$ cat src/rtl/adder_seq_pkg.sv
// Shared types and helpers for the multi-cycle chunked adder.
package adder_seq_pkg;

    typedef enum logic [1:0] {
        IDLE,
        RUN,
        DONE
    } adder_seq_state_t;

    // Number of chunk additions needed to cover the whole operand width.
    function automatic int nstep(input int width, input int chunk);
        return width / chunk;
    endfunction

endpackage

$ cat src/rtl/adder_chunk.sv
// One CHUNK-bit slice of the ripple adder; purely combinational.
module adder_chunk #(
    parameter int CHUNK = 4
) (
    input  logic [CHUNK-1:0] a,
    input  logic [CHUNK-1:0] b,
    input  logic             cin,
    output logic [CHUNK-1:0] s,
    output logic             cout
);

    // Widen by one bit so the carry out of the slice falls into the top bit.
    always_comb begin
        {cout, s} = {1'b0, a} + {1'b0, b} + {{CHUNK{1'b0}}, cin};
    end

endmodule

$ cat src/rtl/adder_seq.sv
// Multi-cycle adder: s = a + b + cin over WIDTH bits, CHUNK bits per clock,
// least significant chunk first, carry rippled between cycles through a register.
// Optional macro ADDER_SEQ_OVF_EN adds a signed-overflow output 'ovf'.
module adder_seq
    import adder_seq_pkg::*;
#(
    parameter int WIDTH = 16,
    parameter int CHUNK = 4
) (
    input  logic             clk,
    input  logic             rst,
    input  logic             in_valid,
    output logic             in_ready,
    input  logic [WIDTH-1:0] a,
    input  logic [WIDTH-1:0] b,
    input  logic             cin,
    output logic             out_valid,
    input  logic             out_ready,
    output logic [WIDTH-1:0] s,
    output logic             cout,
`ifdef ADDER_SEQ_OVF_EN
    output logic             ovf,
`endif
    output logic             busy
);

    localparam int NSTEP  = nstep(WIDTH, CHUNK);
    localparam int STEP_W = $clog2(NSTEP + 1);
    localparam logic [STEP_W-1:0] LAST_STEP = STEP_W'(NSTEP - 1);

    // Operands must split into whole chunks; anything else is a configuration error.
    generate
        if ((WIDTH % CHUNK) != 0) begin : gBadChunk
            $error("adder_seq: WIDTH must be a multiple of CHUNK");
        end
    endgenerate

    adder_seq_state_t  state_q, state_d;
    logic [WIDTH-1:0]  aSh_q, aSh_d;
    logic [WIDTH-1:0]  bSh_q, bSh_d;
    logic [WIDTH-1:0]  sSh_q, sSh_d;
    logic              carry_q, carry_d;
    logic [STEP_W-1:0] step_q, step_d;

    logic [CHUNK-1:0]  chunkSum;
    logic              chunkCout;
    logic              accept;

    adder_chunk #(
        .CHUNK (CHUNK)
    ) uChunk (
        .a    (aSh_q[CHUNK-1:0]),
        .b    (bSh_q[CHUNK-1:0]),
        .cin  (carry_q),
        .s    (chunkSum),
        .cout (chunkCout)
    );

    assign accept = (state_q == IDLE) && in_valid;

    // State register, operand/result shift registers, carry and step counter.
    always_ff @(posedge clk or posedge rst) begin
        if (rst) begin
            state_q <= IDLE;
            aSh_q   <= '0;
            bSh_q   <= '0;
            sSh_q   <= '0;
            carry_q <= 1'b0;
            step_q  <= '0;
        end else begin
            state_q <= state_d;
            aSh_q   <= aSh_d;
            bSh_q   <= bSh_d;
            sSh_q   <= sSh_d;
            carry_q <= carry_d;
            step_q  <= step_d;
        end
    end

    // Next-state logic: load on accept, add one chunk per RUN cycle, hold in DONE.
    // The sum chunk enters at the MSB end so after NSTEP steps it is in place.
    always_comb begin
        state_d = state_q;
        aSh_d   = aSh_q;
        bSh_d   = bSh_q;
        sSh_d   = sSh_q;
        carry_d = carry_q;
        step_d  = step_q;
        case (state_q)
            IDLE: begin
                if (accept) begin
                    aSh_d   = a;
                    bSh_d   = b;
                    carry_d = cin;
                    step_d  = '0;
                    state_d = RUN;
                end
            end
            RUN: begin
                aSh_d   = aSh_q >> CHUNK;
                bSh_d   = bSh_q >> CHUNK;
                sSh_d   = WIDTH'({chunkSum, sSh_q} >> CHUNK);
                carry_d = chunkCout;
                step_d  = step_q + 1'b1;
                if (step_q == LAST_STEP) begin
                    state_d = DONE;
                end
            end
            DONE: begin
                if (out_ready) begin
                    state_d = IDLE;
                end
            end
            default: begin
                state_d = IDLE;
            end
        endcase
    end

    // Result and carry are read straight from the registers; out_valid qualifies them.
    always_comb begin
        in_ready  = (state_q == IDLE);
        out_valid = (state_q == DONE);
        busy      = (state_q != IDLE);
        s         = sSh_q;
        cout      = carry_q;
    end

`ifdef ADDER_SEQ_OVF_EN
    logic aSign_q;
    logic bSign_q;

    // Operand sign bits captured at accept, since the shift registers lose them.
    always_ff @(posedge clk or posedge rst) begin
        if (rst) begin
            aSign_q <= 1'b0;
            bSign_q <= 1'b0;
        end else if (accept) begin
            aSign_q <= a[WIDTH-1];
            bSign_q <= b[WIDTH-1];
        end
    end

    // Signed overflow: like-signed operands producing a differently-signed sum.
    always_comb begin
        ovf = (aSign_q == bSign_q) && (sSh_q[WIDTH-1] != aSign_q);
    end
`endif

endmodule

$ cat config.mk
export PLATFORM = sky130hd
export DESIGN_NAME = adder_seq
export DESIGN_NICKNAME = d
export VERILOG_FILES = /design/src/rtl/adder_seq_pkg.sv /design/src/rtl/adder_chunk.sv /design/src/rtl/adder_seq.sv
export SDC_FILE = /design/constraint.sdc
export NUM_CORES = 1
export LEC_CHECK = 0
export CAP_MARGIN = 0
export CORE_ASPECT_RATIO = 0.7
export CORE_MARGIN = 2
export CORE_UTILIZATION = 40
export CTS_BUF_LIST = sky130_fd_sc_hd__clkbuf_8
export CTS_CLUSTER_SIZE = 30
export DETAILED_ROUTE_END_ITERATION = 7
export PLACE_DENSITY = 0.73
export REMOVE_ABC_BUFFERS = 1
export SLEW_MARGIN = 40
export SYNTH_ARGS = -nofsm -noshare
export SYNTH_HDL_FRONTEND = slang
export SYNTH_SLANG_ARGS = --single-unit
$ cat constraint.sdc
create_clock -name clk -period 4.64 [get_ports clk]
set_clock_uncertainty 0.15 [all_clocks]
set_input_delay 0.464 -clock clk [delete_from_list [all_inputs] [get_ports clk]]
set_output_delay 0.464 -clock clk [all_outputs]
set_load 0.02 [all_outputs]
Word-level counts from Yosys, hierarchy flattened. Cells that the tools add are included.

Word-level logic and storage cells: 33. Flip-flop bits (word level): 54. Input bits: 37. Output and inout bits: 20.

Reductions and logical operators: 6. Multiplexer cells: 12. Equality and inequality tests: 6. $add $sub $neg: 3.

Operator list (count): $pmux W16 S2 (2); $mux W16 (2); $mux W2 (3); $pmux W2 S3 (1); $pmux W3 S2 (1); $add A4 B4 Y5 (1); $add A5 B1 Y5 (1); $ne A2 B1 Y1 const B (2); $reduce_bool A2 Y1 (2); $add A3 B1 Y3 const B (1); $eq A3 B2 Y1 const B (1); $mux W3 (1); $reduce_and A3 Y1 (1); $eq A2 B1 Y1 const B (1); $eq A2 B2 Y1 const B (1); $logic_not A2 Y1 (1); $ne A2 B2 Y1 const B (1); $pmux W1 S2 (1); $reduce_and A2 Y1 (1); $logic_and A1 B1 Y1 (1); $mux W1 (1).

Longest topological paths before layout. Gate-level depths: netlist (run 1).

Word-level depth: 4. Depth in mapped cells: 6. Gate-level depth less buffers: 5.

Cells and area by module. A second synthesis (run 1) with hierarchy kept.

Cells, all modules: 276. Area, all modules: 2597.5 µm².

Modules (own cells, without submodules): adder_seq (sequential area each 1351.3 µm², area each 2453.6 µm², cells an instance 260, times used 1); adder_chunk (sequential area each 0.0 µm², area each 143.9 µm², cells an instance 16, times used 1).

Worst setup path after synthesis (run 1). Ideal clock, no wire load.

Path type: register to register. Start: register carry_q, in the netlist cout. End: register carry_q, in the netlist cout. Stages on the path, launching flop included: 6. Path slack: 2545 ps. Setup time: 127 ps. Arrival: 1819 ps. Required time: 4363 ps. Period minus slack after synthesis: 2095 ps. Path buffers: 0. Cells stage by stage: dfrtp_1 fa_1 fa_1 a21o_1 a211oi_1 o31ai_1.

Cells in the longest elaborated chain, start to end: 2.

Ends and longest elaborated chain: start: declaration (RTL line adder_seq.sv:42) `logic carry_q, carry_d;`; start signal: assignment (RTL line adder_seq.sv:75) `carry_q <= carry_d;`; $add A5 B1 Y5 (RTL line adder_chunk.sv:14) `{cout, s} = {1'b0, a} + {1'b0, b} + {{CHUNK{1'b0}}, cin};`; $pmux W1 S2 (RTL line adder_seq.sv:89) `case (state_q)`.

No other way between the ends. A chain may end at the register's enable or synchronous reset.

Worst setup path after layout (run 1).
Start: register state_q[1]. End: output busy.

Cells in the longest elaborated chain, start to end: 1.

Ends and longest elaborated chain: start: declaration (RTL line adder_seq.sv:38) `adder_seq_state_t state_q, state_d;`; start signal: assignment (RTL line adder_seq.sv:71) `state_q <= state_d;`; $reduce_bool A2 Y1 (RTL line adder_seq.sv:124) `busy = (state_q != IDLE);`; end: declaration (RTL line adder_seq.sv:24) `output logic busy`.

No other way between the ends.

==> impl_metrics.csv, run 1 <==
group,metric,value,unit
grt,grt_first_pass_wirelength,9.03,mm
placement,io_buffers,56,
final_layout,nNetsFinal,351,
grt,grt_pass1_vias,1926,
timing,finalSetupViolations,0,
logic_synthesis,syn_avg_cell_area,9.82,um2
die,die_h,70.8,um
timing,finalCritPeriodShare,56.9,%
routing,drtAntennaViolNets,0,
flow_run,drv_cap,0,
worst_hold_path,min_from,"s[3]",
timing,worst_pin_slew,0.719,ns
final_layout,drive_gt1_share,5.52,%
placement,pre_cts_slack,2.08,ns
logic_synthesis,yosysUniqueCellTypes,30,
die,start_util,41.3,%
routing,first_pass_iters,4,
final_layout,final_cell_mix,"76 x nand2_1, 56 x clkdlybuf4s50_1, 53 x dfrtp_1",
timing,relSlewSlack,52.1,%
clock_tree,cts_buffers,5,
routing,drcViolationCount,0,
die,dieArea,7050,um2
timing,tns,0,ns
routing,via_count,1913,
final_layout,final_common_cell,"nand2_1",
placement,dp_cells,378,
clock_tree,clock-sinks,54,
power,p_per_area,652,nW/um2
setup_path,critical-path-max-stage-delay,0.82,ns
power,p_comb_share,45.3,%
setup_path,worstSetupStartpoint,"state_q[1]",
logic_synthesis,synth_area_leaders,"dfrtp_1 53%, nand2_1 11%, mux2i_1 6.3%",
clock_tree,cts_tree,"built",
power,total_power,0.00212,W
power,switching_share,39.7,%
clock_tree,hold_buffers,0,
grt,grtUsageTotal,16.1,%
setup_path,end_kind,"primary output",
setup_path,worst-path-max-fanout,23,
power,ir_drop,0.000233,V
die,die_width,99.5,um
logic_synthesis,yosysTopAreaCell,"dfrtp_1",
clock_tree,root_buffer,"clkbuf_8",
routing,wl_per_cell,13.1,um
timing,slew_viol_final,0,
placement,place_area,3130,um2
logic_synthesis,async_flop_share,100,%
power,p_int,0.00127,W
logic_synthesis,synth-edff-count,0,
timing,layout_setup_ws,2.00,ns
final_layout,layoutNonFillerInstCount,386,
die,core_area,6190,um2
die,ios,57,
setup_path,crit_type,"reg2out",
setup_path,crit_chain,"nor2_1 > inv_1 > clkdlybuf4s50_1",
logic_synthesis,syn_inst,260,
clock_tree,ctsResizeCount,0,
setup_path,critical_path_arrival,2.03,ns
clock_tree,cts_setup_buffers,0,
timing,fin_crit,2.64,ns
grt,grt_max_degree,55,
run_status,run_status,"complete, no violations",
placement,gp_congestion,0.774,
routing,drt-initial-drc-count,136,
final_layout,n_antenna_cell,0,
timing,rsz0062_at_grt,"no",
power,p_leak,1.50,nW
final_layout,area_delta_synth_final,27.1,%
clock_tree,clk_pin_slew_worst_paths,0.09,ns
clock_tree,cts.path.max_buffers,2,
routing,via_per_inst,4.96,
setup_path,slowest_stage,"dfrtp_1",
worst_hold_path,min_path_type,"reg2reg",
power,p_seq_share,39.8,%
grt,antenna_found_initial,0,
timing,finalHoldViolations,0,
timing,fmax,379,MHz
placement,hpwl,3.48,mm
setup_path,r2r_start,"cout",
grt,overflow,0,
setup_path,cp-start-kind,"register",
setup_path,crit_family,"flip-flops",
logic_synthesis,yosysSeqAreaShare,52.9,%
setup_path,cp.required,4.03,ns
power,power_switching,0.000840,W
power,clock_power_share,14.8,%
routing,routed_wl,5.05,mm
logic_synthesis,synth_top_area_share,52.9,%
clock_tree,htreeDepth,2,
logic_synthesis,synth-main-ff-cell,"dfrtp_1",
logic_synthesis,yosys_warnings,0,
clock_tree,clock_latency,0.31,ns
logic_synthesis,synth_area,2550,um2
logic_synthesis,ys_ff_latch,54,
setup_path,cp_num_buf_inv,2,
die,rows,24,
final_layout,final_area,3240,um2
[cell usage after synthesis, types with 4 or more instances]
| cell type | number |
|---|---|
| clkbuf_1 | 4 |
| o21ai_0 | 32 |
| and2b_1 | 4 |
| dfrtp_1 | 54 |
| and3b_1 | 9 |
| mux2i_1 | 16 |
| inv_1 | 6 |
| ha_1 | 5 |
| buf_2 | 9 |
| a21oi_1 | 15 |
| nand2_1 | 76 |
| nor2b_1 | 4 |
[metrics by stage]
step	util (%)	hold slack, ns
after floorplan	-	0.299
after global placement	50.5	0.306
after detailed placement	50.7	0.313
after CTS	52.4	0.338
after global routing	52.4	0.358
final	52.4	0.332
[sequential cells by signal, indices dropped and copies added (netlist names)]
register and cells:
aSh_q 16, step_q 3, bSh_q 16, cout 1, s 16, state_q 2
[kinds of logic after synthesis]
group,count (synthesis),synth area share [%]
fa+ha+maj,7,4.02
simple gates,100,18.2
xor+xnor,1,0.343
mux,16,6.27
compound gates,58,13.1
flops,54,52.9
buf+inv,24,5.05
[area by class of cell]
cell class	instances	area, um2
Sequential cell	54	1350
Tap cell	78	97.6
Timing Repair Buffer	58	576
Fill cell	573	2940
Multi-Input combinational cell	182	1090
Clock inverter	3	40.0
Clock buffer	5	68.8
Inverter	6	22.5
[power groups by stage]
stage                     Clock (W)  Combinational (W)  Sequential [W]
final                      0.000314           0.000959        0.000842
after floorplan                   0           0.000563        0.000892
after global routing       0.000349            0.00109        0.000879
after CTS                  0.000326           0.000972        0.000846
after detailed placement          0           0.000967        0.000857
after global placement            0           0.000938        0.000846
[path summary, 6_finish.rpt]
| kind | end | slack [ns] | cells past startpoint |
|---|---|---|---|
| min | s[3] | 0.33 | 2 |
| max in group asynchronous | state_q[0] | 3.36 | 3 |
| min reg2reg | s[3] | 0.33 | 2 |
| max reg2reg | cout | 2.53 | 5 |
| min in group asynchronous | s[0] | 0.50 | 3 |
| max | busy | 2.00 | 3 |
[layer usage]
layer	global-route usage, %	wire length, um
met1	23.3	2570
met3	3.75	288
met2	24.3	2130
met4	4.57	50
met5	0	0
[worst min-delay path, delay by kind of cell (launching register included)]
family           cells  cell delay (ns)
flip-flops           1             0.35
AND/OR/NAND/NOR      2             0.10
No activity file was read; power rests on OpenSTA's default activity.
==> inputs of run 2 (changes only) <==
==> constraint.sdc (replaced) <==
create_clock -name clk -period 2.5 [get_ports clk]
set_clock_uncertainty 0.15 [all_clocks]
set_input_delay 0.25 -clock clk [delete_from_list [all_inputs] [get_ports clk]]
set_output_delay 0.25 -clock clk [all_outputs]
set_load 0.02 [all_outputs]
==> impl_metrics.csv, run 2 (synthesized netlist as in run 1, its figures left out) <==
group,metric,value,unit
run_status,run_status,"complete, no violations",
die,core_area,6190,um2
die,rows,24,
power,p_comb_share,49.2,%
placement,place_area,3190,um2
die,dieArea,7050,um2
clock_tree,cts.path.max_buffers,2,
clock_tree,hold_buffers,0,
final_layout,area_delta_synth_final,28.6,%
power,total_power,0.00391,W
final_layout,drive_gt1_share,6.67,%
setup_path,cp-start-kind,"register",
final_layout,multi_input_area,1080,um2
final_layout,n_antenna_cell,0,
grt,antenna_found_initial,0,
grt,grtUsageTotal,16.5,%
routing,drt-initial-drc-count,65,
clock_tree,clock_latency,0.30,ns
final_layout,final_area,3280,um2
setup_path,critical-path-max-stage-delay,0.68,ns
grt,overflow,0,
final_layout,final_cell_mix,"76 x nand2_1, 56 x clkdlybuf4s50_1, 54 x dfrtp_1",
power,ir_drop,0.000507,V
clock_tree,ctsResizeCount,0,
power,p_leak,1.53,nW
timing,finalHoldViolations,0,
final_layout,final_common_cell,"nand2_1",
placement,pre_cts_slack,0.385,ns
power,switching_share,40.0,%
timing,fmax,445,MHz
grt,grt_max_degree,48,
timing,tns,0,ns
setup_path,end_kind,"primary output",
placement,gp_congestion,0.781,
timing,slew_viol_final,0,
routing,wl_per_cell,13.3,um
grt,grt_first_pass_wirelength,9.34,mm
power,power_switching,0.00156,W
routing,drtAntennaViolNets,0,
grt,top_usage_layer,"met2",
grt,met1_usage,24.2,%
timing,finalCritPeriodShare,90.0,%
setup_path,crit_chain,"nor2_1 > clkdlybuf4s50_1",
grt,gr-usage-met2,25.3,%
die,die_width,99.5,um
timing,relSlewSlack,62.7,%
routing,first_pass_iters,4,
setup_path,cp.required,2.10,ns
setup_path,worst-path-max-fanout,10,
routing,routed_wl,5.23,mm
clock_tree,cts_setup_buffers,0,
clock_tree,cts_tree,"built",
flow_run,drv_cap,0,
power,p_int,0.00234,W
die,die_h,70.8,um
clock_tree,clock-sinks,54,
grt,grt_use_met3,3.66,%
clock_tree,root_buffer,"clkbuf_8",
clock_tree,clk_pin_slew_worst_paths,0.09,ns
timing,worst_pin_slew,0.559,ns
die,ios,57,
worst_hold_path,min_path_type,"in2async",
final_layout,fillers,588,
timing,fin_crit,2.25,ns
clock_tree,htreeDepth,2,
routing,via_per_inst,4.94,
final_layout,nNetsFinal,358,
routing,drcViolationCount,0,
timing,rsz0062_at_grt,"no",
timing,finalSetupViolations,0,
placement,io_buffers,56,
placement,hpwl,3.79,mm
die,start_util,41.3,%
clock_tree,cts_buffers,5,
setup_path,slowest_stage,"clkdlybuf4s50_1",
routing,via_count,1943,
timing,layout_setup_ws,0.251,ns
setup_path,crit_type,"reg2out",
power,p_per_area,1190,nW/um2
final_layout,register_area,1350,um2
setup_path,critical_path_arrival,1.85,ns
power,clock_power_share,12.7,%
power,p_seq_share,38.1,%
grt,grt_pass1_vias,2020,
-- run 2: changes by cell type in the layout (fill, tap and decap cells not counted), sizes merged --
cell	change
buf	+7
bufinv	-1
clkbuf	+1
clkinv	-1
inv	+1
-- run 2: power groups by stage --
stage | logic, W | clock network [W] | registers (W)
2_1_floorplan | 0.00105 | 0 | 0.00166
3_3_place_gp | 0.00188 | 0 | 0.00149
3_5_place_dp | 0.00194 | 0 | 0.00151
4_1_cts | 0.00195 | 0.000508 | 0.00150
5_1_grt | 0.00217 | 0.000547 | 0.00155
6_report | 0.00192 | 0.000496 | 0.00149
-- run 2: final cells by class --
class                      count  area share, %
clock buffer                   6           2.52
sequential                    54           41.2
inverter                       6          0.686
clock inverter                 2          0.267
timing repair buffer          65           19.5
multi-input combinational    182           32.9
tap                           78           2.97
-- run 2: metal layers --
layer	share of wire, %	vias to the layer above
li1	-	978
met1	51	910
met2	43	50
met3	5.1	5
met4	0.73	0
met5	0	-
-- run 2: final timing paths --
| kind | end | depth (start not counted) | startpoint | slack, ns |
|---|---|---|---|---|
| setup / recovery | in_ready | 2 | state_q[1] | 0.25 |
| hold / removal | s[0] | 2 | rst | 0.16 |
| setup reg to reg | cout | 5 | cout | 0.38 |
| hold reg to reg | s[3] | 2 | s[3] | 0.33 |
| max in group asynchronous | aSh_q[2] | 3 | rst | 1.48 |
| min in group clk | s[3] | 2 | s[3] | 0.33 |
-- run 2: per-stage QoR --
step           hold WS (ns)  utilization, %  std cells
6_report              0.163            53.1        393
5_1_grt               0.220            53.1        393
4_1_cts               0.184            53.1        393
3_5_place_dp          0.312            51.6        385
3_3_place_gp          0.307            51.6        385
2_1_floorplan         0.253               -        242
-- run 2: worst max-delay path, delay by kind of cell (launching register included) --
kind,cells,cell delay (ns)
and+or+nand+nor,1,0.35
DFF,1,0.52
buffers and inverters,1,0.68
==> inputs of run 3 (changes only) <==
--- a/config.mk
+++ b/config.mk
@@ -12,6 +12,8 @@
 export CTS_BUF_LIST = sky130_fd_sc_hd__clkbuf_8
 export CTS_CLUSTER_SIZE = 30
 export DETAILED_ROUTE_END_ITERATION = 7
+export GPL_ROUTABILITY_DRIVEN = 1
+export GPL_TIMING_DRIVEN = 1
 export PLACE_DENSITY = 0.73
 export REMOVE_ABC_BUFFERS = 1
 export SLEW_MARGIN = 40
==> results of run 3 <==
No change in the layout: final DEF, timing and power equal those of run 2.
